**config.mk**
```make
export PLATFORM = sky130hd
export DESIGN_NAME = frame_swap_scheduler
export DESIGN_NICKNAME = d
export VERILOG_FILES = /design/src/rtl/frame_swap_scheduler.sv
export SDC_FILE = /design/constraint.sdc
export NUM_CORES = 1
export LEC_CHECK = 0
export BUFFER_PORTS_ARGS = -buffer_cell sky130_fd_sc_hd__buf_2
export CORE_ASPECT_RATIO = 0.7
export CORE_MARGIN = 5
export CORE_UTILIZATION = 54
export DETAILED_ROUTE_END_ITERATION = 8
export MAX_ROUTING_LAYER = met4
export PLACE_DENSITY = 0.78
export REMOVE_ABC_BUFFERS = 1
export SYNTH_ARGS = -nofsm -noshare
export SYNTH_HDL_FRONTEND = slang
export SYNTH_SLANG_ARGS = --single-unit
```
**constraint.sdc**
```tcl
create_clock -name clk -period 2.3 [get_ports clk]
set_clock_uncertainty 0.1 [all_clocks]
set_input_delay 0.46 -clock clk [delete_from_list [all_inputs] [get_ports clk]]
set_output_delay 0.46 -clock clk [all_outputs]
set_load 0.02 [all_outputs]
```
**src/rtl/frame_swap_scheduler.sv**
```systemverilog
// frame_swap_scheduler: double-buffered HUB75 frame RAM write sequencer and bank flipper.
// Optional FRAME_SWAP_TIMEOUT_EN adds an idle-timeout write pointer resync.
module frame_swap_scheduler #(
  parameter int ADDR_W = 11
`ifdef FRAME_SWAP_TIMEOUT_EN
  , parameter int IDLE_TIMEOUT = 65535
`endif
) (
  input  logic              clk,
  input  logic              reset,
  input  logic              wr_strobe_i,
  input  logic              wr_frame_start_i,
  input  logic              scan_frame_end_i,
  input  logic              overrun_clr_i,
  output logic              wr_en_o,
  output logic [ADDR_W-1:0] wr_addr_o,
  output logic              wr_bank_o,
  output logic              rd_bank_o,
  output logic              swap_pending_o,
  output logic              overrun_o,
  output logic [15:0]       dropped_count_o
);
  typedef enum logic [1:0] {FILL, WAIT_SWAP, SWAP} state_t;
  state_t            state_q, state_d;
  logic [ADDR_W-1:0] ptr_q, ptr_d, wr_addr_q, wr_addr_d, base;
  logic              wr_en_q, wr_en_d, wr_bank_q, wr_bank_d, overrun_q, overrun_d;
  logic [15:0]       dropped_q, dropped_d;
  logic              accept, drop, resync, timeout;
`ifdef FRAME_SWAP_TIMEOUT_EN
  localparam int IW = $clog2(IDLE_TIMEOUT + 1);
  logic [IW-1:0] idle_q, idle_d;
  always_comb begin
    timeout = state_q == FILL && ptr_q != '0 && !wr_strobe_i && !wr_frame_start_i
              && idle_q == IW'(IDLE_TIMEOUT - 1);
    idle_d  = (state_q != FILL || ptr_q == '0 || wr_strobe_i || wr_frame_start_i || timeout)
              ? '0 : idle_q + 1'b1;
  end
  always_ff @(posedge clk) idle_q <= reset ? '0 : idle_d;
`else
  assign timeout = 1'b0;
`endif
  always_comb begin
    accept    = state_q == FILL && wr_strobe_i;
    drop      = state_q != FILL && wr_strobe_i;
    resync    = state_q == FILL && (wr_frame_start_i || timeout);
    base      = resync ? '0 : ptr_q;
    ptr_d     = accept ? base + 1'b1 : base;
    wr_en_d   = accept;
    wr_addr_d = accept ? base : wr_addr_q;
    // Banks flip on the same edge that leaves WAIT_SWAP, so swap_pending and the banks change together.
    wr_bank_d = wr_bank_q ^ (state_q == WAIT_SWAP && scan_frame_end_i);
    overrun_d = drop | (overrun_q & ~overrun_clr_i);
    dropped_d = (drop && !(&dropped_q)) ? dropped_q + 1'b1 : dropped_q;
    state_d   = state_q;
    if (state_q == FILL && accept && &base) state_d = WAIT_SWAP;
    else if (state_q == WAIT_SWAP && scan_frame_end_i) state_d = SWAP;
    else if (state_q == SWAP) state_d = FILL;
  end
  always_ff @(posedge clk) begin
    if (reset) begin
      state_q   <= FILL;
      ptr_q     <= '0;
      wr_en_q   <= 1'b0;
      wr_addr_q <= '0;
      wr_bank_q <= 1'b1;
      overrun_q <= 1'b0;
      dropped_q <= '0;
    end else begin
      state_q   <= state_d;
      ptr_q     <= ptr_d;
      wr_en_q   <= wr_en_d;
      wr_addr_q <= wr_addr_d;
      wr_bank_q <= wr_bank_d;
      overrun_q <= overrun_d;
      dropped_q <= dropped_d;
    end
  end
  assign wr_en_o         = wr_en_q;
  assign wr_addr_o       = wr_addr_q;
  assign wr_bank_o       = wr_bank_q;
  assign rd_bank_o       = ~wr_bank_q;
  assign swap_pending_o  = state_q == WAIT_SWAP;
  assign overrun_o       = overrun_q;
  assign dropped_count_o = dropped_q;
endmodule

```
==> flow_summary.ini, run 1 <==
[final_layout]
syn2layout_area_growth_pct = 16.9
drive_gt1_share_pct = 21.5
final_util_pct = 65.4
finalNonFillerCells = 324
design_area_um2 = 2300
antennaDiodeCount = 0
nets = 281
fillCellCount = 316

[global_routing]
grt_pass1_vias = 1491
overflow = 0
grt_usage_pct = 19.7
antenna_found_initial = 0
grt_first_pass_wirelength_um = 7150
grt_max_degree = 25

[worst_setup_path]
crit_fanout = 8
worstPathRequired_ns = 2.38
critical_path_class = flip-flop to flip-flop
worstPathArrival_ns = 2.09
startpoint_type = flip-flop
critical_path.endpoint_type = flip-flop

[cts]
cts_tree = yes
insertion_delay_ns = 0.29
cts.clk_slew.worst_paths_ns = 0.08
ctsResizeCount = 0
hold_buffers = 0
post-cts-setup-buffers = 0
root_buffer = clkbuf_8
cts_buffer_depth = 2
clock-sinks = 43
htree_levels = 2
numCtsBuffers = 5

[synthesis]
synth_top_area_share_pct = 43.8
ys_ff_latch = 43
async_flop_share_pct = 0
synth.avg_cell_area_um2 = 8.44
synth_area_um2 = 1970
synth-main-ff-cell = dfxtp_1
syn_inst = 233
yosys_warnings = 0
synth_edf_count = 0
synth_seq_area_share_pct = 43.8
synthTopCellsByArea = dfxtp_1 (44%), nand2_1 (5.0%), a21oi_1 (4.8%)
ys_types = 40
synth_top_area_cell = dfxtp_1

[placement]
io_buffers = 37
place.gp.congestion = 0.871
placed_area_um2 = 2220
place_ws_ns = 0.118
hpwl_um = 3090
dp.cells = 316

[timing]
setup_viol = 0
slew_viol_final = 0
max_clock_freq_mhz = 497
layout_min_cycle_time_ns = 2.01
fin_hold_ws_ns = 0.324
tightest_slew_ns = 0.621
setup_tns_ns = 0
relSlewSlack_pct = 58.2
period_share_pct = 87.4
rsz0062_at_grt = false
hold_viol = 0
fin_ws_ns = 0.289

[routing]
ant_nets = 0
vias = 1772
drtIter0Drc = 115
drt-total-wl_um = 4250
firstDrtPassIters = 4
post_drt_wl_per_cell_um = 13.1
drcViolationCount = 0
avgViaCountPerCell = 5.47

[power]
power.density_nw_per_um2 = 548
p_leak_nw = 0.880
ir_drop_uv = 335
totalPowerFinal_mw = 1.26

[floorplan]
die_x_um = 82.1
die-area_um2 = 4970
num_rows = 18
ios = 38
fp.dieH_um = 60.5
core-area_um2 = 3510
initial_core_util_pct = 56.0

[run_status]
outcome = completed

[run]
cap_violations = 0

[worst_hold_path]
hp-class = primary input to flip-flop
final timing paths:
path | start | end | slack, ns | cells after the start
worst max-delay path | dropped_count_o[0] | dropped_count_o[12] | 0.29 | 5
worst min-delay path | overrun_clr_i | overrun_o | 0.32 | 3
worst max register to register | dropped_count_o[0] | dropped_count_o[12] | 0.29 | 5
worst min register to register | wr_addr_o[9] | wr_addr_o[9] | 0.35 | 2
synth_stat cells, drive strengths merged, types with 3 or more instances:
cell type	instances
dfxtp	43
nand2	26
nor2	20
a21oi	19
nand3	10
nand4	10
o21ai	10
or4	8
buf	6
clkbuf	6
inv	6
nor3	6
a22oi	5
o31ai	5
or3	5
xnor2	5
and2	4
nand2b	4
nor2b	4
nor3b	4
xor2	4
and4	3
o41ai	3
layer usage:
layer | vias up | track usage, % | share of wire [%]
met3 | 7 | 4.45 | 6.6
met5 | - | - | 0
met4 | 0 | 9.72 | 1.8
met2 | 50 | 25.2 | 38
li1 | 921 | - | -
met1 | 794 | 28.7 | 53
worst max-delay path: stages, from the launching register on:
cell	delay, ns
dfxtp_1	0.41
ha_1	0.23
nand3_1	0.14
nand2b_1	0.28
nor4b_1	0.36
mux2_2	0.37
where the power goes:
group | internal [mW] | switching (mW)
Clock | 0.213 | 0.244
Sequential | 0.747 | 0.00103
Combinational | 0.0186 | 0.0362
Total | 0.979 | 0.281
cells by family (layout without fill, tap and decap cells):
logic type | count (synthesis) | count (layout) | share of synthesized area [%]
multiplexers | 1 | 1 | 0.572
XOR/XNOR | 9 | 9 | 4.01
adder cells (fa/ha/maj) | 2 | 2 | 1.27
flip-flops | 43 | 43 | 43.8
AND/OR/NAND/NOR | 113 | 113 | 31.9
AO/OA/AOI/OAI | 47 | 47 | 14.4
buffers and inverters | 18 | 59 | 4.07
final cells by class:
class | instances | area, um^2 | share of cell area [%]
clock buffers | 7 | 76.3 | 3.32
clock inverters | 1 | 5.00 | 0.218
inverters | 6 | 22.5 | 0.980
multi-input cells | 172 | 1030 | 44.6
flip-flops and latches | 43 | 861 | 37.5
well taps | 50 | 62.6 | 2.72
repair buffers | 45 | 245 | 10.7
placed cells by master, fill, tap and decap left out, drive strengths merged, types with 6 or more instances in the layout:
cell type  synthesis  layout
nand3             10      10
nand2             26      26
a21oi             19      19
o21ai             10      10
or4                8       8
nor2              20      20
clkbuf             6       7
dfxtp             43      43
nor3               6       6
nand4             10      10
inv                6       6
buf                6      45
registers in the layout, indices dropped and copies added, names as in the netlist:
| signal | count |
|---|---|
| dropped_count_o | 16 |
| wr_en_o | 1 |
| overrun_o | 1 |
| wr_addr_o | 11 |
| ptr_q | 11 |
| state_q | 2 |
| wr_bank_o | 1 |
Power figures use the tool's default switching activity.
==> run 2: changes to the inputs <==
- BUFFER_PORTS_ARGS: -buffer_cell sky130_fd_sc_hd__buf_2 -> -buffer_cell sky130_fd_sc_hd__buf_4
- CORE_ASPECT_RATIO: 0.7 -> 0.6
- CORE_UTILIZATION: 54 -> 43
- PLACE_DENSITY: 0.78 -> unset
==> run 2 against run 1 <==
Die area rose by 22%. Sequential power about the same. Combinational power up 8.4%. Sequential share of layout area is 1.7 points lower. Non-clock buffer count did not move. Design area increased by 4.9%. Sequential cell count unchanged. Global-route usage down 3.0 points. Largest power group unchanged. Highest routed layer unchanged.
==> flow_summary.ini, run 2 (synthesis gave the netlist of run 1 again) <==
[floorplan]
core-area_um2 = 4490
die-area_um2 = 6070
ios = 38
fp.dieH_um = 62.4
die_x_um = 97.3
num_rows = 19
initial_core_util_pct = 43.8

[final_layout]
multi_input_area_um2 = 1030
nets = 281
antennaDiodeCount = 0
final_common_cell = buf_4
largest_reg_flops = 16
fillCellCount = 450
syn2layout_area_growth_pct = 22.6
drive_gt1_share_pct = 21.9
finalNonFillerCells = 337
regArea_um2 = 861
final_cell_mix = buf_4 (45), dfxtp_1 (43), nand2_1 (26), nor2_1 (20), a21oi_1 (19)

[routing]
drtIter0Drc = 110
post_drt_wl_per_cell_um = 14.2
ant_nets = 0
vias = 1810
avgViaCountPerCell = 5.37
drt-total-wl_um = 4790
firstDrtPassIters = 4
drcViolationCount = 0

[timing]
relSlewSlack_pct = 49.5
setup_viol = 0
layout_min_cycle_time_ns = 2.03
hold_viol = 0
rsz0062_at_grt = false
slew_viol_final = 0
period_share_pct = 88.4
setup_tns_ns = 0
tightest_slew_ns = 0.749
max_clock_freq_mhz = 492

[power]
p_seq_share_pct = 58.2
swShare_pct = 23.6
power_switching_uw = 303
power.density_nw_per_um2 = 533
p_comb_share_pct = 4.6
ir_drop_uv = 284
p_clk_share_pct = 37.1
p_int_uw = 982
p_leak_nw = 0.881

[run]
cap_violations = 0

[cts]
cts_tree = yes
cts.clk_slew.worst_paths_ns = 0.08
post-cts-setup-buffers = 0
root_buffer = clkbuf_8
cts_buffer_depth = 2
numCtsBuffers = 5
hold_buffers = 0
insertion_delay_ns = 0.30
htree_levels = 2
clock-sinks = 43
ctsResizeCount = 0

[worst_setup_path]
worstPathRequired_ns = 2.38
critical_path_class = flip-flop to flip-flop
startpoint_type = flip-flop
crit_fanout = 8
worstPathArrival_ns = 2.12
critical_path.endpoint_type = flip-flop

[global_routing]
grt_max_degree = 27
antenna_found_initial = 0
grt_usage_pct = 16.8
overflow = 0
grt_first_pass_wirelength_um = 8200
grt_pass1_vias = 1663

[worst_hold_path]
hp-class = primary input to flip-flop

[run_status]
outcome = completed

[placement]
io_buffers = 37
place.gp.congestion = 0.812
hpwl_um = 3470
dp.cells = 329
==> run 2: stage by stage <==
step	util (%)	hold WS (ns)	setup WS, ns	cell area, um^2	power, mW
finish	53.7	0.328	0.267	2410	1.28
global route	53.7	0.341	0.183	2410	1.35
CTS	53.7	0.320	0.293	2410	1.30
detailed placement	51.8	0.354	0.0409	2330	0.825
global placement	51.8	0.345	0.0931	2330	0.825
floorplan	-	0.358	0.259	1910	0.792
==> run 2: area by class of cell <==
cell class,instances,area share (%)
tap,63,3.27
clock inverter,2,0.519
inverter,6,0.934
timing repair buffer,45,14.0
multi-input combinational,172,42.6
clock buffer,6,3.01
sequential,43,35.7
==> run 2: final timing paths <==
path | start | end | slack (ns) | depth (start not counted)
setup / recovery | dropped_count_o[0] | dropped_count_o[12] | 0.27 | 5
hold / removal | overrun_clr_i | overrun_o | 0.33 | 3
setup reg to reg | dropped_count_o[0] | dropped_count_o[12] | 0.27 | 5
hold reg to reg | wr_addr_o[9] | wr_addr_o[9] | 0.36 | 2
==> run 2: metal layers <==
layer | wire, um | global-route usage, % | up-vias
met3 | 285 | 4.46 | 4
met4 | 46 | 5.01 | 0
met2 | 1790 | 21.4 | 43
met5 | 0 | - | -
li1 | - | - | 921
met1 | 2670 | 25.3 | 842
==> run 2: power by group through the flow <==
stage                     sequential, mW  clock, mW  combinational [mW]
after floorplan                    0.768          0              0.0241
after global placement             0.766          0              0.0595
after detailed placement           0.766          0              0.0591
after CTS                          0.748      0.493              0.0592
after global routing               0.749      0.535              0.0659
final                              0.748      0.477              0.0594
==> run 2: critical path, stage by stage (launching register included) <==
cell and delay [ns]:
dfxtp_1 0.42, ha_1 0.22, nand3_1 0.13, nand2b_1 0.29
nor4b_1 0.38, mux2_2 0.38
==> run 3: changes to the inputs <==
- clock period: 2.3 -> 2.1 ns (I/O delays scaled with it)
==> run 3 against run 2 <==
Design area rose by 2.5%. Critical path depth increased by 1. Power up 9.3%. First-iteration DRC count fell by 14%. Non-clock buffer count grew 8. Worst setup slack got worse by 0.11 ns. Sequential share of layout area fell by 0.87 points. Sequential cell count unchanged. Combinational power increased by 16%. Global-route usage increased by 0.62 points. Sequential power rose by 9.6%. Register-to-register slack got worse by 0.11 ns. Critical path type unchanged.
==> flow_summary.ini, run 3 (synthesis gave the netlist of run 1 again) <==
[cts]
insertion_delay_ns = 0.29
cts_tree = yes
cts.clk_slew.worst_paths_ns = 0.08
numCtsBuffers = 5
post-cts-setup-buffers = 0
clock-sinks = 43
root_buffer = clkbuf_8
hold_buffers = 0
ctsResizeCount = 0
htree_levels = 2
cts_buffer_depth = 2

[worst_setup_path]
rr_worst_depth = 6
slowest_delay_ns = 0.51
critical_path.endpoint_type = flip-flop
critical_path_class = flip-flop to flip-flop
worstPathArrival_ns = 2.07
cp_slowest_cell = or4_1
ff2ff_setup_slack_ns = 0.15
worstPathBufferInverterCount = 0
path_delay_family = simple AND/OR/NAND/NOR gates
reg2reg_to = ptr_q[10]
startpoint_type = flip-flop
worstPathRequired_ns = 2.23
r2r-start = state_q[1]
path_cells = or3b_2 > and2_1 > ha_1 > nand3_2 > or4_1 > a21oi_1
crit_fanout = 4

[final_layout]
largest_reg_flops = 16
syn2layout_area_growth_pct = 25.6
final_cell_mix = buf_4 (53), dfxtp_1 (43), nand2_1 (26), nor2_1 (20), a21oi_1 (19)
finalNonFillerCells = 345
final_common_cell = buf_4
multi_input_area_um2 = 1030
regArea_um2 = 861
final_util_pct = 55.0
nets = 289
fillCellCount = 436
drive_gt1_share_pct = 24.1
antennaDiodeCount = 0

[global_routing]
use_met1_pct = 26.8
antenna_found_initial = 0
grt_pass1_vias = 1694
overflow = 0
grt_usage_pct = 17.4
grt_use_met3_pct = 4.24
grt_max_degree = 21
grt_first_pass_wirelength_um = 8450
grt_busiest_layer = met1
use_met2_pct = 22.1

[power]
power.density_nw_per_um2 = 568
p_leak_nw = 0.922
ir_drop_uv = 248
totalPowerFinal_mw = 1.40

[floorplan]
die-area_um2 = 6070
num_rows = 19
ios = 38
fp.dieH_um = 62.4
core-area_um2 = 4490
initial_core_util_pct = 43.8
die_x_um = 97.3

[timing]
setup_tns_ns = 0
hold_viol = 0
layout_min_cycle_time_ns = 1.95
period_share_pct = 92.6
rsz0062_at_grt = false
slew_viol_final = 0
setup_viol = 0
relSlewSlack_pct = 62.9
tightest_slew_ns = 0.551
fin_hold_ws_ns = 0.291
max_clock_freq_mhz = 514

[placement]
hpwl_um = 3740
io_buffers = 37
place.gp.congestion = 0.904
dp.cells = 337

[routing]
drcViolationCount = 0
vias = 1832
drtIter0Drc = 95
avgViaCountPerCell = 5.31
ant_nets = 0
drt-total-wl_um = 5020
firstDrtPassIters = 4
post_drt_wl_per_cell_um = 14.6

[run]
cap_violations = 0

[worst_hold_path]
hp-class = primary input to flip-flop
whs_path_depth = 3
holdCritStartpoint = overrun_clr_i
min_to = overrun_o

[run_status]
outcome = completed
==> run 3: how the worst max path moves through the flow <==
stage,startpoint,end,slack [ns],cells past startpoint
global route,state_q[0],ptr_q[10],0.004,6
CTS,state_q[0],state_q[0],0.16,6
floorplan,state_q[1],ptr_q[10],0.08,6
global placement,wr_frame_start_i,ptr_q[10],0.06,7
finish,state_q[1],ptr_q[10],0.15,6
detailed placement,wr_frame_start_i,ptr_q[10],-0.01,7
==> run 3: routing by layer <==
metal,wire length [um],share of wire [%]
met1,2810,56
met4,51,1.0
met2,1880,38
met5,0,0
met3,271,5.4
==> run 3: final cells by class <==
class,instances,area share (%)
Clock inverter,2,0.506
Clock buffer,6,2.94
Timing Repair Buffer,53,16.1
Sequential cell,43,34.8
Inverter,6,0.911
Tap cell,63,3.19
Multi-Input combinational cell,172,41.5
==> run 3: stage by stage <==
step / setup slack (ns) / area [um^2]
after floorplan: 0.0814 / 1910
after global placement: 0.0648 / 2390
after detailed placement: -0.0134 / 2390
after CTS: 0.161 / 2470
after global routing: 0.00360 / 2470
final: 0.155 / 2470
==> run 3: worst register-to-register path: cells and delay by family (launching register included) <==
family	cells	cell delay, ns
AOI/OAI and AO/OA	1	0.14
adders and majority gates	1	0.26
DFF	1	0.40
and+or+nand+nor	4	0.98
==> run 3: power by group <==
part | switching, mW | leakage, nW | internal, mW | total [mW]
sequential | 0.00161 | 0.347 | 0.818 | 0.820
clock | 0.283 | 0.0412 | 0.233 | 0.515
combinational | 0.0420 | 0.534 | 0.0269 | 0.0688
